### src/rtl/ddr4_pkg.sv
// Shared types and constants for the DDR4 command sequencer: FSM states, command codes and
// default timing values.
package ddr4_pkg;

  typedef enum logic [2:0] {
    StIdle  = 3'd0,
    StInit  = 3'd1,
    StReady = 3'd2,
    StAct   = 3'd3,
    StRw    = 3'd4,
    StPre   = 3'd5,
    StRef   = 3'd6
  } state_e;

  localparam logic [2:0] CMD_NOP = 3'd0;
  localparam logic [2:0] CMD_MRS = 3'd1;
  localparam logic [2:0] CMD_ACT = 3'd2;
  localparam logic [2:0] CMD_RD  = 3'd3;
  localparam logic [2:0] CMD_WR  = 3'd4;
  localparam logic [2:0] CMD_PRE = 3'd5;
  localparam logic [2:0] CMD_REF = 3'd6;

  localparam int unsigned DEF_T_MOD  = 5;
  localparam int unsigned DEF_T_RCD  = 5;
  localparam int unsigned DEF_T_CCD  = 5;
  localparam int unsigned DEF_T_RP   = 5;
  localparam int unsigned DEF_T_RFC  = 8;
  localparam int unsigned DEF_T_REFI = 64;

endpackage

### src/rtl/ddr4_timer.sv
// Loadable down-counter used for every FSM wait; holds at zero until reloaded.
module ddr4_timer #(
  parameter int unsigned CNT_W = 8
) (
  input  logic             clk_i,
  input  logic             rst_ni,
  input  logic             load_i,
  input  logic [CNT_W-1:0] value_i,
  output logic             zero_o
);

  logic [CNT_W-1:0] count_q, count_d;

  always_comb begin
    count_d = count_q;
    if (load_i) begin
      count_d = value_i;
    end else if (count_q != '0) begin
      count_d = count_q - CNT_W'(1);
    end
  end

  always_ff @(posedge clk_i or negedge rst_ni) begin
    if (!rst_ni) begin
      count_q <= '0;
    end else begin
      count_q <= count_d;
    end
  end

  assign zero_o = (count_q == '0);

endmodule

### src/rtl/ddr4_cmd_sequencer.sv
// DDR4 command sequencer: power-up MRS, then close-page ACT -> RD/WR -> PRE per request with
// periodic auto-refresh slotted between sequences. All command outputs are registered.
module ddr4_cmd_sequencer
  import ddr4_pkg::*;
#(
  parameter int unsigned BG_W   = 2,
  parameter int unsigned BA_W   = 2,
  parameter int unsigned ROW_W  = 16,
  parameter int unsigned COL_W  = 10,
  parameter int unsigned CNT_W  = 8,
  parameter int unsigned T_MOD  = DEF_T_MOD,
  parameter int unsigned T_RCD  = DEF_T_RCD,
  parameter int unsigned T_CCD  = DEF_T_CCD,
  parameter int unsigned T_RP   = DEF_T_RP,
  parameter int unsigned T_RFC  = DEF_T_RFC,
  parameter int unsigned T_REFI = DEF_T_REFI
) (
  input  logic             CK_t,
  input  logic             RESET_n,
  input  logic             req_valid,
  output logic             req_ready,
  input  logic             req_write,
  input  logic [BG_W-1:0]  req_bg,
  input  logic [BA_W-1:0]  req_ba,
  input  logic [ROW_W-1:0] req_row,
  input  logic [COL_W-1:0] req_col,
  output logic             cmd_valid,
  output logic [2:0]       cmd,
  output logic [BG_W-1:0]  cmd_bg,
  output logic [BA_W-1:0]  cmd_ba,
  output logic [ROW_W-1:0] cmd_addr,
  output logic             init_done,
  output logic             busy,
  output logic             ref_late,
  output logic [2:0]       state_o
);

  localparam logic [CNT_W-1:0] ModLd   = CNT_W'(T_MOD - 1);
  localparam logic [CNT_W-1:0] RcdLd   = CNT_W'(T_RCD - 1);
  localparam logic [CNT_W-1:0] CcdLd   = CNT_W'(T_CCD - 1);
  localparam logic [CNT_W-1:0] RpLd    = CNT_W'(T_RP - 1);
  localparam logic [CNT_W-1:0] RfcLd   = CNT_W'(T_RFC - 1);
  localparam logic [CNT_W-1:0] RefiMax = CNT_W'(T_REFI - 1);

  state_e           state_q, state_d;
  logic             cmd_valid_q, cmd_valid_d;
  logic [2:0]       cmd_q, cmd_d;
  logic [BG_W-1:0]  cmd_bg_q, cmd_bg_d;
  logic [BA_W-1:0]  cmd_ba_q, cmd_ba_d;
  logic [ROW_W-1:0] cmd_addr_q, cmd_addr_d;
  logic             init_done_q, init_done_d;
  logic             ref_pending_q, ref_pending_d;
  logic             ref_late_q, ref_late_d;
  logic [CNT_W-1:0] refi_cnt_q, refi_cnt_d;
  logic             lat_write_q, lat_write_d;
  logic [BG_W-1:0]  lat_bg_q, lat_bg_d;
  logic [BA_W-1:0]  lat_ba_q, lat_ba_d;
  logic [ROW_W-1:0] lat_row_q, lat_row_d;
  logic [COL_W-1:0] lat_col_q, lat_col_d;

  logic             tmr_load;
  logic [CNT_W-1:0] tmr_value;
  logic             tmr_zero;
  logic             ref_wrap, ref_clear;

  ddr4_timer #(
    .CNT_W(CNT_W)
  ) u_timer (
    .clk_i  (CK_t),
    .rst_ni (RESET_n),
    .load_i (tmr_load),
    .value_i(tmr_value),
    .zero_o (tmr_zero)
  );

  always_comb begin
    state_d     = state_q;
    cmd_valid_d = 1'b0;
    cmd_d       = CMD_NOP;
    cmd_bg_d    = '0;
    cmd_ba_d    = '0;
    cmd_addr_d  = '0;
    init_done_d = init_done_q;
    lat_write_d = lat_write_q;
    lat_bg_d    = lat_bg_q;
    lat_ba_d    = lat_ba_q;
    lat_row_d   = lat_row_q;
    lat_col_d   = lat_col_q;
    tmr_load    = 1'b0;
    tmr_value   = '0;
    ref_clear   = 1'b0;

    // Interval counter runs from the first READY cycle on and never stalls.
    ref_wrap   = init_done_q && (refi_cnt_q == RefiMax);
    refi_cnt_d = !init_done_q ? refi_cnt_q : (ref_wrap ? '0 : refi_cnt_q + CNT_W'(1));

    unique case (state_q)
      StIdle: begin
        state_d     = StInit;
        cmd_valid_d = 1'b1;
        cmd_d       = CMD_MRS;
        tmr_load    = 1'b1;
        tmr_value   = ModLd;
      end
      StInit: begin
        if (tmr_zero) begin
          state_d     = StReady;
          init_done_d = 1'b1;
        end
      end
      StReady: begin
        if (ref_pending_q) begin
          state_d     = StRef;
          cmd_valid_d = 1'b1;
          cmd_d       = CMD_REF;
          tmr_load    = 1'b1;
          tmr_value   = RfcLd;
        end else if (req_valid) begin
          state_d     = StAct;
          lat_write_d = req_write;
          lat_bg_d    = req_bg;
          lat_ba_d    = req_ba;
          lat_row_d   = req_row;
          lat_col_d   = req_col;
          cmd_valid_d = 1'b1;
          cmd_d       = CMD_ACT;
          cmd_bg_d    = req_bg;
          cmd_ba_d    = req_ba;
          cmd_addr_d  = req_row;
          tmr_load    = 1'b1;
          tmr_value   = RcdLd;
        end
      end
      StAct: begin
        if (tmr_zero) begin
          state_d     = StRw;
          cmd_valid_d = 1'b1;
          cmd_d       = lat_write_q ? CMD_WR : CMD_RD;
          cmd_bg_d    = lat_bg_q;
          cmd_ba_d    = lat_ba_q;
          cmd_addr_d  = ROW_W'(lat_col_q);
          tmr_load    = 1'b1;
          tmr_value   = CcdLd;
        end
      end
      StRw: begin
        if (tmr_zero) begin
          state_d     = StPre;
          cmd_valid_d = 1'b1;
          cmd_d       = CMD_PRE;
          cmd_bg_d    = lat_bg_q;
          cmd_ba_d    = lat_ba_q;
          tmr_load    = 1'b1;
          tmr_value   = RpLd;
        end
      end
      StPre: begin
        if (tmr_zero) begin
          state_d = StReady;
        end
      end
      StRef: begin
        if (tmr_zero) begin
          state_d   = StReady;
          ref_clear = 1'b1;
        end
      end
      default: state_d = StIdle;
    endcase

    // A wrap coinciding with REF completion leaves a fresh refresh owed.
    ref_pending_d = ref_wrap | (ref_pending_q & ~ref_clear);
    ref_late_d    = ref_late_q | (ref_wrap & ref_pending_q);
  end

  always_ff @(posedge CK_t or negedge RESET_n) begin
    if (!RESET_n) begin
      state_q       <= StIdle;
      cmd_valid_q   <= 1'b0;
      cmd_q         <= CMD_NOP;
      cmd_bg_q      <= '0;
      cmd_ba_q      <= '0;
      cmd_addr_q    <= '0;
      init_done_q   <= 1'b0;
      ref_pending_q <= 1'b0;
      ref_late_q    <= 1'b0;
      refi_cnt_q    <= '0;
      lat_write_q   <= 1'b0;
      lat_bg_q      <= '0;
      lat_ba_q      <= '0;
      lat_row_q     <= '0;
      lat_col_q     <= '0;
    end else begin
      state_q       <= state_d;
      cmd_valid_q   <= cmd_valid_d;
      cmd_q         <= cmd_d;
      cmd_bg_q      <= cmd_bg_d;
      cmd_ba_q      <= cmd_ba_d;
      cmd_addr_q    <= cmd_addr_d;
      init_done_q   <= init_done_d;
      ref_pending_q <= ref_pending_d;
      ref_late_q    <= ref_late_d;
      refi_cnt_q    <= refi_cnt_d;
      lat_write_q   <= lat_write_d;
      lat_bg_q      <= lat_bg_d;
      lat_ba_q      <= lat_ba_d;
      lat_row_q     <= lat_row_d;
      lat_col_q     <= lat_col_d;
    end
  end

  assign req_ready = (state_q == StReady) && !ref_pending_q;
  assign busy      = (state_q != StReady) && (state_q != StIdle);
  assign cmd_valid = cmd_valid_q;
  assign cmd       = cmd_q;
  assign cmd_bg    = cmd_bg_q;
  assign cmd_ba    = cmd_ba_q;
  assign cmd_addr  = cmd_addr_q;
  assign init_done = init_done_q;
  assign ref_late  = ref_late_q;
  assign state_o   = state_q;

endmodule

### config.mk
export PLATFORM = sky130hd
export DESIGN_NAME = ddr4_cmd_sequencer
export DESIGN_NICKNAME = d
export VERILOG_FILES = /design/src/rtl/ddr4_pkg.sv /design/src/rtl/ddr4_timer.sv /design/src/rtl/ddr4_cmd_sequencer.sv
export SDC_FILE = /design/constraint.sdc
export NUM_CORES = 1
export LEC_CHECK = 0
export CAP_MARGIN = 25
export CORE_ASPECT_RATIO = 1.25
export CORE_MARGIN = 1.5
export CORE_UTILIZATION = 30
export DETAILED_ROUTE_END_ITERATION = 8
export GPL_ROUTABILITY_DRIVEN = 0
export SLEW_MARGIN = 15
export SYNTH_ARGS = -nofsm -noshare
export SYNTH_HDL_FRONTEND = slang
export SYNTH_SLANG_ARGS = --single-unit
### constraint.sdc
create_clock -name CK_t -period 4.2 [get_ports CK_t]
set_input_delay 0.63 -clock CK_t [delete_from_list [all_inputs] [get_ports CK_t]]
set_output_delay 0.63 -clock CK_t [all_outputs]
set_load 0.02 [all_outputs]
# [After elaboration in Yosys (flattened, before gate mapping)]
# Cells that the tools add are included.
[classes] add_sub_neg=2 mul=0 n_div=0 magnitude_cmp=0 n_eq_ne=12 shift=0 muxes=36 n_bitwise=6 reduce_logical=14
[ops] op="two-way mux 3 bit" count=12
[ops] op="two-way mux 16 bit" count=2
[ops] op="one-hot mux 16 bit (2 select lines)" count=1
[ops] op="two-way mux 8 bit" count=3
[ops] op="one-hot mux 3 bit (5 select lines)" count=1
[ops] op="two-way mux 2 bit" count=7
[ops] op="one-hot mux 3 bit (4 select lines)" count=1
[ops] op="two-way mux 10 bit" count=1
[ops] op="== test 3 bit, second input constant" count=3
[ops] op="one-hot mux 3 bit (3 select lines)" count=1
[ops] op="adder 8 x 1 -> 8 bit, second input constant" count=1
[ops] op="== test 8 x 6 -> 1 bit, second input constant" count=1
[ops] op="zero test 8 bit" count=1
[ops] op="one-hot mux 2 bit (2 select lines)" count=2
[ops] op="nonzero test 8 bit" count=1
[ops] op="subtractor 8 x 1 -> 8 bit, second input constant" count=1
[ops] op="== test 3 x 2 -> 1 bit, second input constant" count=2
[ops] op="two-way mux 1 bit" count=4
[ops] op="!= test 2 bit, second input constant" count=2
[ops] op="AND reduction 4 bit" count=1
[ops] op="== test 3 x 1 -> 1 bit, second input constant" count=1
[ops] op="logical AND 1 bit" count=3
[ops] op="zero test 3 bit" count=1
[ops] op="!= test 3 x 2 -> 1 bit, second input constant" count=1
[ops] op="13 further kinds" count=16
[word_totals] reg_bits=61 latchBits=0 ram_bits=0 mem_bits_ro=0 output_inout_bits=31 word_cells=85 mem_count=0

# [Depth between registers and ports, before layout]
# Gate-level depths: netlist of run 1.
[depth] word_depth=6 ltp_mapped=7

# [Modules after synthesis]
# Synthesis of run 1 repeated with hierarchy kept, for this count alone.
[unflattened] cells_unflattened=228 area_unflattened_um2=2698.8
[by_module_without_submodules] mod="ddr4_cmd_sequencer" n_inst=1 cells_per_inst=174 area_each_um2=2210.9 seq_area_each_um2=1326.3
[by_module_without_submodules] mod="ddr4_timer" n_inst=1 cells_per_inst=54 area_each_um2=488.0 seq_area_each_um2=200.2

# [Worst setup path after synthesis of run 1]
# No wires, ideal clock.
[synth_timing] kind="register to register" from="register state_q[0] (netlist: state_o[0])" to="register lat_ba_q[1]" setup_time_ps=125 arrival_ps=2174 t_required_ps=4075 slack_ps=1901 path_stages_with_launch=7 path_buffers=1 path_cell_list="dfrtp_1 -> inv_1 -> ha_1 -> nor3b_2 -> and2_1 -> buf_2 -> mux2_2"
[synth_via] elab_chain_len=2
[synth_lines] item="from (decl)" line="ddr4_cmd_sequencer.sv:45" text="state_e state_q, state_d;"
[synth_lines] item="from (signal assigned)" line="ddr4_cmd_sequencer.sv:178" text="state_q <= StIdle;"
[synth_lines] item="from (signal assigned)" line="ddr4_cmd_sequencer.sv:194" text="state_q <= state_d;"
[synth_lines] item="== test 3 x 2 -> 1 bit" line="ddr4_cmd_sequencer.sv:97" text="unique case (state_q)"
[synth_lines] item="AND reduction 3 bit (no source line)"
[synth_lines] item="to (signal assigned)" line="ddr4_cmd_sequencer.sv:206" text="lat_ba_q <= lat_ba_d;"
[synth_lines] item="to (decl)" line="ddr4_cmd_sequencer.sv:57" text="logic [BA_W-1:0] lat_ba_q, lat_ba_d;"
# Every way passes these cells.
# A chain may end at the register's enable or synchronous reset.

# [Worst setup path in the final report of run 1]
[layout_timing] from="register state_q[0] (netlist: state_o[0])" to="output port req_ready"
[layout_via] elab_chain_len=2
[layout_lines] item="== test 3 x 2 -> 1 bit" line="ddr4_cmd_sequencer.sv:212" text="assign req_ready = (state_q == StReady) && !ref_pending_q;"
[layout_lines] item="logical AND 1 bit" line="ddr4_cmd_sequencer.sv:212"
[layout_lines] item="to (decl)" line="ddr4_cmd_sequencer.sv:21" text="output logic req_ready,"
# Every way passes these cells.

==> metrics.yaml, run 1 <==
setup_path:
  crit_chain: "inv_1, ha_1, nor3b_2, clkdlybuf4s50_1"
  worstPathRequired_ns: 3.57
  startpoint_type: "flip-flop"
  endpoint_kind: "primary output"
  crit_type: "flip-flop to primary output"
  timing.critical_path.arrival_ns: 2.35
  cp_top_family: "buffers and inverters"
  slowest_delay_ns: 0.71
  path_buf_inv: 2
  crit_slowest_cell: "clkdlybuf4s50_1"
  critPathMaxFanout: 10
timing:
  rsz0062_at_grt: "no"
  tightest_slew_ns: 0.775
  setup_violations: 0
  period_needed_ns: 2.98
  period_share_pct: 71.0
  clock.fmax_ghz: 0.335
  hold_viol_final: 0
  setup_slack_ns: 1.22
  clock_skew_ns: 0.00818
  finalSetupTns_ns: 0
  slew_headroom_pct: 47.8
  slew_violations: 0
  worst_hold_slack_ns: 0.313
route:
  first_pass_iters: 4
  avgRoutedWirePerCell_um: 14.4
  initialDrtViolationCount: 75
  routed_via_density: 4.76
  vias: 1837
  totalWireLength_um: 5560
  drc: 0
  drtAntennaViolNets: 0
min_path:
  hold_path.class: "primary input to async pin"
clock_network:
  cts.sinks: 61
  cts_resized: 0
  clk_latency_ns: 0.33
  cts-root-buf: "clkbuf_8"
  cts_buffer_depth: 2
  cts_setup_buffers: 0
  cts_buffers: 9
  cts_tree: "done"
  htreeDepth: 3
  cts_hold_buffers: 0
  worst_setup_hold_path_clk_slew_ns: 0.07
final_layout:
  syn2layout_area_growth_pct: 38.3
  nNetsFinal: 324
  fin_cells: 386
  drive_above_1_share_pct: 15.9
  fill_cells: 818
  antenna_cells: 0
synth:
  synthArstFlopShare_pct: 100
  yosys.area.top_type: "dfrtp_1"
  synth_cells: 212
  ys_ff_latch: 61
  synth_edf_count: 0
  synth_cell_type_count: 42
  avgSynthCellArea_um2: 12.3
  ys_top_cells_by_area: "dfrtp_1 58%, mux2_2 7.7%, a22o_1 4.7%, ha_1 2.9%, mux2i_1 1.9%"
  yosysTopAreaCellShare_pct: 58.3
  yosysSeqAreaShare_pct: 58.3
  ys_warn_count: 0
  ys.flop_type: "dfrtp_1"
  syn_nets: 252
  syn_area_mm2: 0.00262
floorplan:
  core_area_mm2: 0.00833
  start_util_pct: 31.4
  dieArea_mm2: 0.00930
  die_w_um: 86.5
  num_rows: 37
  die_h_um: 107
  io_pins: 65
grt:
  grt_pass1_wl_um: 9290
  gr-usage-all-layers_pct: 13.0
  grt_overflow: 0
  grt_max_degree: 35
  antenna_found_initial: 0
  grt_pass1_vias: 1992
power:
  totalPowerFinal_uw: 2400
  power_leakage_uw: 0.00158
  power_density_mw_per_mm2: 662
  ir_drop_mv: 0.328
run:
  drv_cap: 0
placement:
  dp_hpwl_um: 3960
  dp_slack_ns: 1.40
  dp.cells: 369
  port_buffers: 64
status:
  outcome: "finished clean"
-- registers in the layout, summed over array words and instances, names as in the netlist, 3 cells and up --
| signal | cells |
|---|---|
| cmd | 3 |
| cmd_addr | 16 |
| lat_col_q | 10 |
| refi_cnt_q | 8 |
| state_o | 3 |
| u_timer.count_q | 8 |
-- power breakdown --
group	leakage (uW)	switching [uW]	internal (uW)
registers	0.000778	106	754
logic	0.000686	457	450
clock network	0.000121	221	410
-- worst register-to-register path, cell delays in order, from the launching register on --
cell	delay, ns
dfrtp_1	0.43
inv_1	0.13
ha_1	0.26
nor3b_2	0.49
and2_1	0.37
buf_8	0.23
mux2_2	0.36
-- path summary, 6_finish.rpt --
| kind | startpoint | to | slack (ns) | cells after the start |
|---|---|---|---|---|
| max | state_o[0] | req_ready | 1.22 | 4 |
| min | RESET_n | cmd_addr[10] | 0.31 | 1 |
| min in group CK_t | ref_late | ref_late | 0.47 | 1 |
| max reg2reg | state_o[0] | lat_col_q[2] | 1.80 | 6 |
| min reg2reg | ref_late | ref_late | 0.47 | 1 |
| max in group asynchronous | RESET_n | lat_col_q[2] | 3.01 | 2 |
-- cell usage in the layout (no fill, tap or decap), types with 2 or more instances in the layout --
master and count:
ha_1 6, a21oi_1 4, dfrtp_1 61, clkdlybuf4s50_1 63, xor2_1 3, clkbuf_1 2
nor3_1 4, o21ai_0 9, a21o_1 3, nor2b_1 2, mux2i_1 5, mux2_2 18
xnor2_1 5, bufinv_16 3, a22oi_1 2, or4_1 2, nand2_1 13, clkbuf_8 10
nor2_1 13, nand3_1 3, buf_4 3, nand4_1 3, a22o_1 14, and3_1 6
nor4_1 3, inv_1 7
-- stage by stage --
stage	instance area, um^2	util, %
floorplan	2620	-
global placement	3370	40.4
detailed placement	3370	40.4
CTS	3610	43.3
global route	3620	43.5
finish	3620	43.5
-- logic make-up (layout without fill, tap and decap cells) --
logic type      after synthesis  after routing  synth area share, %
compound gates               42             42                 12.1
fa+ha+maj                     6              6                 2.87
mux                          23             23                 9.66
xor+xnor                      8              8                 2.68
simple gates                 58             58                 12.1
buf+inv                      14             91                 2.20
flops                        61             61                 58.3
-- routing by layer --
layer	wire length, um	GRT usage, %
met5	0	0
met4	60	5.18
met3	463	6.29
met2	2720	21.3
met1	2320	14.5
-- layout make-up --
class	instances	area (um^2)	share of cell area [%]
Multi-Input combinational cell	137	1030	28.5
Timing Repair Buffer	68	673	18.6
Tap cell	97	121	3.35
Clock inverter	4	95.1	2.63
Inverter	7	26.3	0.726
Sequential cell	61	1530	42.2
Clock buffer	12	145	4.01
-- synth_stat cells, drive strengths merged, types with 2 or more instances --
| library cell | number |
|---|---|
| a21oi | 5 |
| o21ai | 9 |
| nor4 | 3 |
| clkbuf | 3 |
| nor2b | 2 |
| nor2 | 13 |
| inv | 7 |
| nor3 | 4 |
| a22oi | 2 |
| nand4 | 3 |
| mux2i | 5 |
| or4 | 3 |
| dfrtp | 61 |
| nor3b | 2 |
| xor2 | 3 |
| or3 | 2 |
| buf | 4 |
| ha | 6 |
| mux2 | 18 |
| a21o | 4 |
| nand2 | 13 |
| and3 | 6 |
| a22o | 14 |
| nand3 | 3 |
| xnor2 | 5 |
Power figures use the tool's default switching activity.
==> run 2: changes to the inputs <==
==> constraint.sdc (replaced) <==
create_clock -name CK_t -period 2.39 [get_ports CK_t]
set_input_delay 0.3585 -clock CK_t [delete_from_list [all_inputs] [get_ports CK_t]]
set_output_delay 0.3585 -clock CK_t [all_outputs]
set_load 0.02 [all_outputs]
==> run 2 against run 1 <==
Against the previous run:
- via count up 3.3%
- hold slack got worse by 0.14 ns
- combinational power increased by 78%
- non-clock buffer count is 3 higher
- clock power grew 42%
- final cell count rose by 0.78%
- die area unchanged
- core utilization down 0.27 points
- worst setup slack worse by 1.0 ns
- clock skew decreased by 0.0021 ns
- global-route usage decreased by 0.18 points
- count of clock-buffer cells in the layout is the same
==> metrics.yaml, run 2 (synthesized netlist as in run 1, its figures left out) <==
power:
  p_clk_share_pct: 22.4  # was 26.3%
  p_int_uw: 2640  # was 1610 uW
  ir_drop_mv: 0.559  # was 0.328 mV
  swShare_pct: 34.4  # was 32.7%
  power_density_mw_per_mm2: 1120  # was 662 mW/mm^2
  switching_power_uw: 1380  # was 784 uW
  p_seq_share_pct: 37.6  # was 35.9%
  power_leakage_uw: 0.00158  # about the same
  combPwrFrac_pct: 40.0  # was 37.8%
setup_path:
  reg2reg_depth: 6  # unchanged
  path_buf_inv: 2  # unchanged
  endpoint_kind: "primary output"  # unchanged
  path_depth: 4  # unchanged
  crit_start: "state_o[0]"  # unchanged
  worstPathRequired_ns: 2.03  # was 3.57 ns
  crit_slowest_cell: "dfrtp_1"  # was clkdlybuf4s50_1
  crit_type: "flip-flop to primary output"  # unchanged
  endpoint: "busy"  # was req_ready
  reg2reg_from: "u_timer.count_q[0]"  # was state_o[0]
  startpoint_type: "flip-flop"  # unchanged
  reg2reg_slack_ns: 0.24  # was 1.80 ns
  r2r_end: "u_timer.count_q[0]"  # was lat_col_q[2]
  slowest_delay_ns: 0.44  # was 0.71 ns
  critPathMaxFanout: 9  # was 10
  cp_top_family: "buffers and inverters"  # unchanged
  timing.critical_path.arrival_ns: 1.82  # was 2.35 ns
  crit_chain: "inv_1, ha_1, o21ai_0, dlygate4sd2_1"  # was inv_1, ha_1, nor3b_2, clkdlybuf4s50_1
floorplan:
  core_area_mm2: 0.00833  # unchanged
  io_pins: 65  # unchanged
  num_rows: 37  # unchanged
  die_w_um: 86.5  # unchanged
  die_h_um: 107  # unchanged
  start_util_pct: 31.4  # unchanged
  dieArea_mm2: 0.00930  # unchanged
clock_network:
  cts_setup_buffers: 0  # unchanged
  cts_hold_buffers: 0  # unchanged
  htreeDepth: 3  # unchanged
  cts_resized: 2  # was 0
  worst_setup_hold_path_clk_slew_ns: 0.07  # about the same
  clk_latency_ns: 0.34  # was 0.33 ns
  cts-root-buf: "clkbuf_8"  # unchanged
  cts_tree: "done"  # unchanged
  cts_buffer_depth: 2  # unchanged
  cts.sinks: 61  # unchanged
  cts_buffers: 9  # unchanged
timing:
  worst_hold_slack_ns: 0.169  # was 0.313 ns
  rsz0062_at_grt: "no"  # unchanged
  setup_violations: 0  # unchanged
  hold_viol_final: 0  # unchanged
  finalSetupTns_ns: 0  # unchanged
  slew_headroom_pct: 49.3  # was 47.8%
  slew_violations: 0  # unchanged
  clock_skew_ns: 0.00610  # was 0.00818 ns
  period_needed_ns: 2.18
  tightest_slew_ns: 0.761  # was 0.775 ns
  period_share_pct: 91.0
  setup_slack_ns: 0.214  # was 1.22 ns
  clock.fmax_ghz: 0.460
placement:
  port_buffers: 64  # unchanged
  dp.cells: 373  # was 369
  dp_slack_ns: 0.252  # was 1.40 ns
  dp_hpwl_um: 3850  # was 3960 um
final_layout:
  multiInputGateArea_mm2: 0.00103  # unchanged
  nNetsFinal: 327  # was 324
  fin_util_pct: 43.2  # was 43.5%
  largest_reg_flops: 16  # unchanged
  drive_above_1_share_pct: 16.8  # was 15.9%
  final_cell_mix: "61 x dfrtp_1, 61 x clkdlybuf4s50_1, 18 x mux2_2"  # was 63 x clkdlybuf4s50_1, 61 x dfrtp_1, 18 x mux2_2
  antenna_cells: 0  # unchanged
  fill_cells: 825  # was 818
  fin_cells: 389  # was 386
  seq_area_mm2: 0.00153  # unchanged
  syn2layout_area_growth_pct: 37.5  # was 38.3%
route:
  initialDrtViolationCount: 117  # was 75
  routed_via_density: 4.88  # was 4.76
  drc: 0  # unchanged
  vias: 1898  # was 1837
  drtAntennaViolNets: 0  # unchanged
  avgRoutedWirePerCell_um: 14.0  # was 14.4 um
  first_pass_iters: 4  # unchanged
  totalWireLength_um: 5440  # was 5560 um
grt:
  grt_overflow: 0  # unchanged
  antenna_found_initial: 0  # unchanged
  grt_max_degree: 62  # was 35
  gr-usage-all-layers_pct: 12.8  # was 13.0%
  grt_pass1_vias: 1956  # was 1992
  grt_pass1_wl_um: 9110  # was 9290 um
min_path:
  hold_path.class: "primary input to async pin"  # unchanged
status:
  outcome: "finished clean"  # unchanged
run:
  drv_cap: 0  # unchanged
## run 2: how the worst min path moves through the flow
| stage | to | from | slack, ns |
|---|---|---|---|
| after floorplan | cmd[0] | RESET_n | 0.06 |
| after global placement | ref_late | ref_late | 0.44 |
| after detailed placement | ref_late | ref_late | 0.45 |
| after CTS | cmd_addr[1] | RESET_n | 0.20 |
| after global routing | lat_col_q[3] | RESET_n | 0.26 |
| final | lat_col_q[1] | RESET_n | 0.17 |
## run 2: power by group through the flow
stage | Combinational (uW) | Sequential (uW) | Clock (uW)
4_1_cts | 1630 | 1510 | 924
3_3_place_gp | 1620 | 1520 | 0
3_5_place_dp | 1640 | 1530 | 0
5_1_grt | 1770 | 1550 | 978
2_1_floorplan | 940 | 1610 | 0
6_report | 1610 | 1510 | 899
## run 2: routing by layer
metal  GRT usage, %  vias to the layer above  part of all wire (%)
met1           15.0                      921                    41
met4           5.18                        0                   1.5
met5              0                        -                     0
li1               -                      913                     -
met3           6.29                        9                   9.2
met2           20.0                       55                    48
## run 2: layout make-up
class | count | share of cell area, %
well taps | 97 | 3.37
repair buffers | 71 | 19.4
clock inverters | 4 | 1.32
inverters | 7 | 0.730
multi-input cells | 137 | 28.7
flip-flops and latches | 61 | 42.4
clock buffers | 12 | 4.03
## run 2: stage by stage
step | instance area (um^2) | total power, uW
2_1_floorplan | 2620 | 2550
3_3_place_gp | 3410 | 3130
3_5_place_dp | 3410 | 3170
4_1_cts | 3600 | 4060
5_1_grt | 3600 | 4300
6_report | 3600 | 4020
==> RTL edit 1 (settings of run 2) <==
Reset style: synchronous (`RESET_n` and `rst_ni`), changed in 2 clocked blocks.
--- a/src/rtl/ddr4_timer.sv
+++ b/src/rtl/ddr4_timer.sv
@@ -20,7 +20,7 @@
     end
   end
 
-  always_ff @(posedge clk_i or negedge rst_ni) begin
+  always_ff @(posedge clk_i) begin
     if (!rst_ni) begin
       count_q <= '0;
     end else begin
--- a/src/rtl/ddr4_cmd_sequencer.sv
+++ b/src/rtl/ddr4_cmd_sequencer.sv
@@ -173,7 +173,7 @@
     ref_late_d    = ref_late_q | (ref_wrap & ref_pending_q);
   end
 
-  always_ff @(posedge CK_t or negedge RESET_n) begin
+  always_ff @(posedge CK_t) begin
     if (!RESET_n) begin
       state_q       <= StIdle;
       cmd_valid_q   <= 1'b0;
Check against the original RTL: differs if RESET_n is asserted again (counterexample within 4 cycles, from zero or initial values and one cycle with RESET_n low); with RESET_n held inactive, the same outputs for 10 cycles.
==> RTL edit 1 against run 2 <==
- critical endpoint is now req_ready
- global-route usage grew 0.62 points
- fmax grew 6.6%
- total power shrank 8.3%
- count of clock-buffer cells in the layout shrank 1
- area after synthesis shrank 4.1%
- largest cell class unchanged
- utilization shrank 0.64 points
- cell area shrank 3.1%
- sequential cell count is the same
- the flow now finishes with violations (design-rule violations)
- wire length grew 6.5%
- setup slack gained 0.13 ns
==> RTL edit 1: results (changes against run 2) <==
status finished, violations left; violated checks design-rule violations; Pleak 1.24 nW (-21%); CP startpoint state_o[0]; Net Sw Frac 36.5% (+2.1 points); Max FO, Critical Path 8 (-1); first-pass GRT wire length 9470 um (+4.0%); dpl hpwl 4180 um (+8.4%); Critical Path AT 1.68 ns (-0.14 ns); largest net degree at the start of global routing 26 (-58%); Worst Skew 0.00750 ns (+0.00141 ns); Reg2Reg Setup Slack 0.55 ns (+0.31 ns); mux contribution to synthesized area 2.44% (-7.2 points); Compound-Gate Fraction of Synth Area 16.6% (+4.5 points); top post-synthesis cells by area dfxtp_1 49%, nand2_1 7.2%, a21oi_1 6.4%, nor2_1 3.7%, a22oi_1 3.0%; Synth top cells by count 61 x dfxtp_1, 48 x nand2_1, 32 x a21oi_1, 25 x nor2_1; Peak VDD IR 690 uV (+23%); DRC violations left 9 (+9); Post-Synth XOR/XNOR Area 2.79% (+0.11 points); Reg-to-Reg Start u_timer.count_q[0]; area share of fa/ha/maj cells after synthesis 2.99% (+0.12 points); crit path to req_ready; max incr delay on CP 0.37 ns (-0.07 ns); routed via count 2,195 (+16%); Slew HR 61.4% (+12 points); worst hold path class flip-flop to flip-flop; RR Endpoint state_o[1]; area post-placement 3280 sq um (-3.8%); Yosys cell types 48 (+14%); Pre-Repair DR Iteration Count 6 (+2); WL/cell 12.6 um (-9.7%); predominant post-synthesis flop cell dfxtp_1; Resized Gates After CTS 3 (+1); fraction of registers with async set/reset 0% (-100 points); FILL cells 811 (-1.7%); ratio of cells with drive above 1 in the final layout 10.2% (-6.6 points); vias in the first global route 1,980 (+1.2%); 1st-iter DRT viols 79 (-32%); overall global routing resource usage 13.5% (+0.62 points); number of CTS-inserted buffers 9 (unchanged); Synthesized Nets 326 (+29%)
-- RTL edit 1: cell types whose count changed in the layout (fill, tap and decap cells not counted), moves of 5 or more --
cell / before / now
dfxtp_1: 0 / 60
mux2_2: 18 / 1
a22oi_1: 2 / 10
nand2_1: 13 / 48
a22o_1: 14 / 0
dfrtp_1: 61 / 0
and3_1: 6 / 0
and2_1: 1 / 6
nor2_1: 13 / 25
a21oi_1: 4 / 32
-- RTL edit 1: cell families (layout without fill, tap and decap cells) --
| kind of cell | after synthesis | count (layout) |
|---|---|---|
| compound gates | 68 | 68 |
| xor+xnor | 8 | 8 |
| fa+ha+maj | 6 | 6 |
| buf+inv | 22 | 98 |
| flops | 61 | 61 |
| mux | 6 | 6 |
| simple gates | 115 | 115 |
-- RTL edit 1: metrics by stage --
step | util [%] | hold slack [ns] | cells | power [W] | worst slack [ns]
2_1_floorplan | - | 0.436 | 286 | 0.00232 | 0.394
3_3_place_gp | 40.0 | 0.443 | 443 | 0.00278 | 0.398
3_5_place_dp | 40.0 | 0.447 | 443 | 0.00280 | 0.312
4_1_cts | 42.5 | 0.456 | 459 | 0.00372 | 0.0154
5_1_grt | 42.5 | 0.471 | 459 | 0.00394 | 0.223
6_report | 42.5 | 0.454 | 459 | 0.00368 | 0.348
-- RTL edit 1: power groups by stage --
stage	logic, W	clock network, W	registers (W)
2_1_floorplan	0.00101	0	0.00131
3_3_place_gp	0.00150	0	0.00129
3_5_place_dp	0.00150	0	0.00130
4_1_cts	0.00151	0.000941	0.00128
5_1_grt	0.00165	0.000989	0.00130
6_report	0.00150	0.000907	0.00128
-- RTL edit 1: cell type report --
type                            count  area share, %
Sequential cell                    61           35.1
Multi-Input combinational cell    203           34.4
Timing Repair Buffer               73           20.4
Clock buffer                       11           4.06
Tap cell                           97           3.48
Clock inverter                      5           1.72
Inverter                            9          0.969
-- RTL edit 1: worst min path at each step --
stage | from | end | slack (ns) | depth (start not counted)
final | lat_col_q[4] | lat_col_q[4] | 0.45 | 2
after global routing | lat_col_q[1] | lat_col_q[1] | 0.47 | 2
after CTS | lat_col_q[4] | lat_col_q[4] | 0.46 | 2
after detailed placement | lat_col_q[4] | lat_col_q[4] | 0.45 | 2
after global placement | lat_col_q[4] | lat_col_q[4] | 0.44 | 2
after floorplan | lat_col_q[0] | lat_col_q[0] | 0.44 | 2
-- RTL edit 1: metal layers --
metal  vias to the layer above  global-route usage (%)  part of all wire [%]
li1                       1133                       -                     -
met1                       993                    17.7                    46
met2                        59                    20.6                    47
met3                        10                    2.90                   5.0
met4                         0                    7.03                   2.1
met5                         -                       0                     0
-- RTL edit 1: worst min-delay path, stage by stage, from the launching register on --
cell,delay [ns]
dfxtp_1,0.31
nand2_1,0.05
a21oi_1,0.05
==> RTL edit 2 (flow settings as in run 2) <==
Made on the original files. Set the parameter `COL_W` to 5 (it was 10).
--- a/src/rtl/ddr4_cmd_sequencer.sv
+++ b/src/rtl/ddr4_cmd_sequencer.sv
@@ -6,7 +6,7 @@
   parameter int unsigned BG_W   = 2,
   parameter int unsigned BA_W   = 2,
   parameter int unsigned ROW_W  = 16,
-  parameter int unsigned COL_W  = 10,
+  parameter int unsigned COL_W  = 5,
   parameter int unsigned CNT_W  = 8,
   parameter int unsigned T_MOD  = DEF_T_MOD,
   parameter int unsigned T_RCD  = DEF_T_RCD,
Ports: changed (resized req_col); port bits go from 65 to 60. No check against the original RTL was run, so the function may have changed too.
==> RTL edit 2 against run 2 <==
- setup slack improved by 0.038 ns
- die area decreased by 7.3%
- total power decreased by 14%
- wire length is 9.8% lower
- highest routed layer unchanged
- sequential cell count down 5
- critical path type is now flip-flop to flip-flop
- area after synthesis fell by 7.6%
- cell area shrank 9.2%
- combinational power fell by 5%
==> RTL edit 2: results (changes against run 2) <==
status complete, no violations; Peak VDD IR 527 uV (-5.6%); fraction of registers with async set/reset 100% (unchanged); CP delay by family, top simple AND/OR/NAND/NOR gates; largest net degree at the start of global routing 31 (-50%); overall global routing resource usage 11.8% (-1.1 points); Synthesized Nets 237 (-6.0%); 1st-iter DRT viols 76 (-35%); Critical Path AT 2.37 ns (+0.55 ns); H-tree lvl count 2 (-1); nets@finish 305 (-6.7%); Vias/cell 4.73 (-3.2%); CTS clock-pin slew for the worst setup and hold paths 0.09 ns (+0.02 ns); FILL cells 748 (-9.3%); IO Port Bufs 59 (-7.8%); Synth top cells by count 56 x dfrtp_1, 14 x nor2_1, 13 x nand2_1, 12 x and3_1, 12 x mux2_2; Resized Gates After CTS 3 (+1); RR Endpoint u_timer.count_q[1]; Pleak 1.47 nW (-7.2%); ratio of cells with drive above 1 in the final layout 13.8% (-3.0 points); area post-placement 3170 sq um (-7.1%); top post-synthesis cells by area dfrtp_1 58%, mux2_2 5.6%, a22o_1 3.3%, and3_1 3.1%, ha_1 3.1%; CP max-delay cell or3b_4; Tightest Pin Transition 0.690 ns (-0.0711 ns); Worst Skew 0.00482 ns (-0.00127 ns); Total Routed Length 4910 um (-9.8%); vias in the first global route 1,729 (-12%); clk_lat worst skew 0.31 ns (-0.03 ns); dpl hpwl 3610 um (-6.2%); first-pass GRT wire length 8140 um (-11%)
-- RTL edit 2: worst max path at each step --
stage                         end  slack (ns)  cells past startpoint
2_1_floorplan         lat_ba_q[0]        0.29                      6
3_3_place_gp            req_ready        0.24                      4
3_5_place_dp          lat_bg_q[0]        0.15                      7
4_1_cts        u_timer.count_q[1]        0.23                      6
5_1_grt                 cmd_ba[0]        0.11                      6
6_report       u_timer.count_q[1]        0.25                      6
-- RTL edit 2: routing by layer --
metal  GRT usage, %  vias up  share of wire, %
li1               -      849                 -
met1           15.3      824                46
met4           4.49        0               1.4
met5              0        -                 0
met3           3.73        5               6.4
met2           18.5       42                46
-- RTL edit 2: kinds of logic after synthesis --
logic type | after synthesis | share of synthesized area [%]
flops | 56 | 57.9
simple gates | 63 | 14.1
xor+xnor | 9 | 3.26
mux | 17 | 7.65
fa+ha+maj | 6 | 3.10
compound gates | 37 | 11.3
buf+inv | 14 | 2.69
-- RTL edit 2: layout make-up --
type	instances	area, sq um	share of cell area, %
Sequential cell	56	1400	42.9
Multi-Input combinational cell	132	958	29.3
Timing Repair Buffer	68	663	20.3
Tap cell	95	119	3.64
Clock buffer	5	68.8	2.11
Clock inverter	1	30.0	0.919
Inverter	7	26.3	0.804
-- RTL edit 2: report_power, final --
group          switching, W  internal, W  total [W]
Clock              0.000294     0.000301   0.000595
Combinational      0.000777     0.000749    0.00153
Sequential         0.000154      0.00119    0.00134
Total               0.00122      0.00224    0.00347
-- RTL edit 2: through the flow --
| stage | util [%] | hold slack (ns) | std cells |
|---|---|---|---|
| after CTS | 41.9 | 0.0904 | 364 |
| after detailed placement | 40.6 | 0.428 | 358 |
| after global routing | 41.9 | 0.115 | 364 |
| after global placement | 40.6 | 0.423 | 358 |
| after floorplan | - | 0.0629 | 202 |
| final | 41.9 | 0.0674 | 364 |
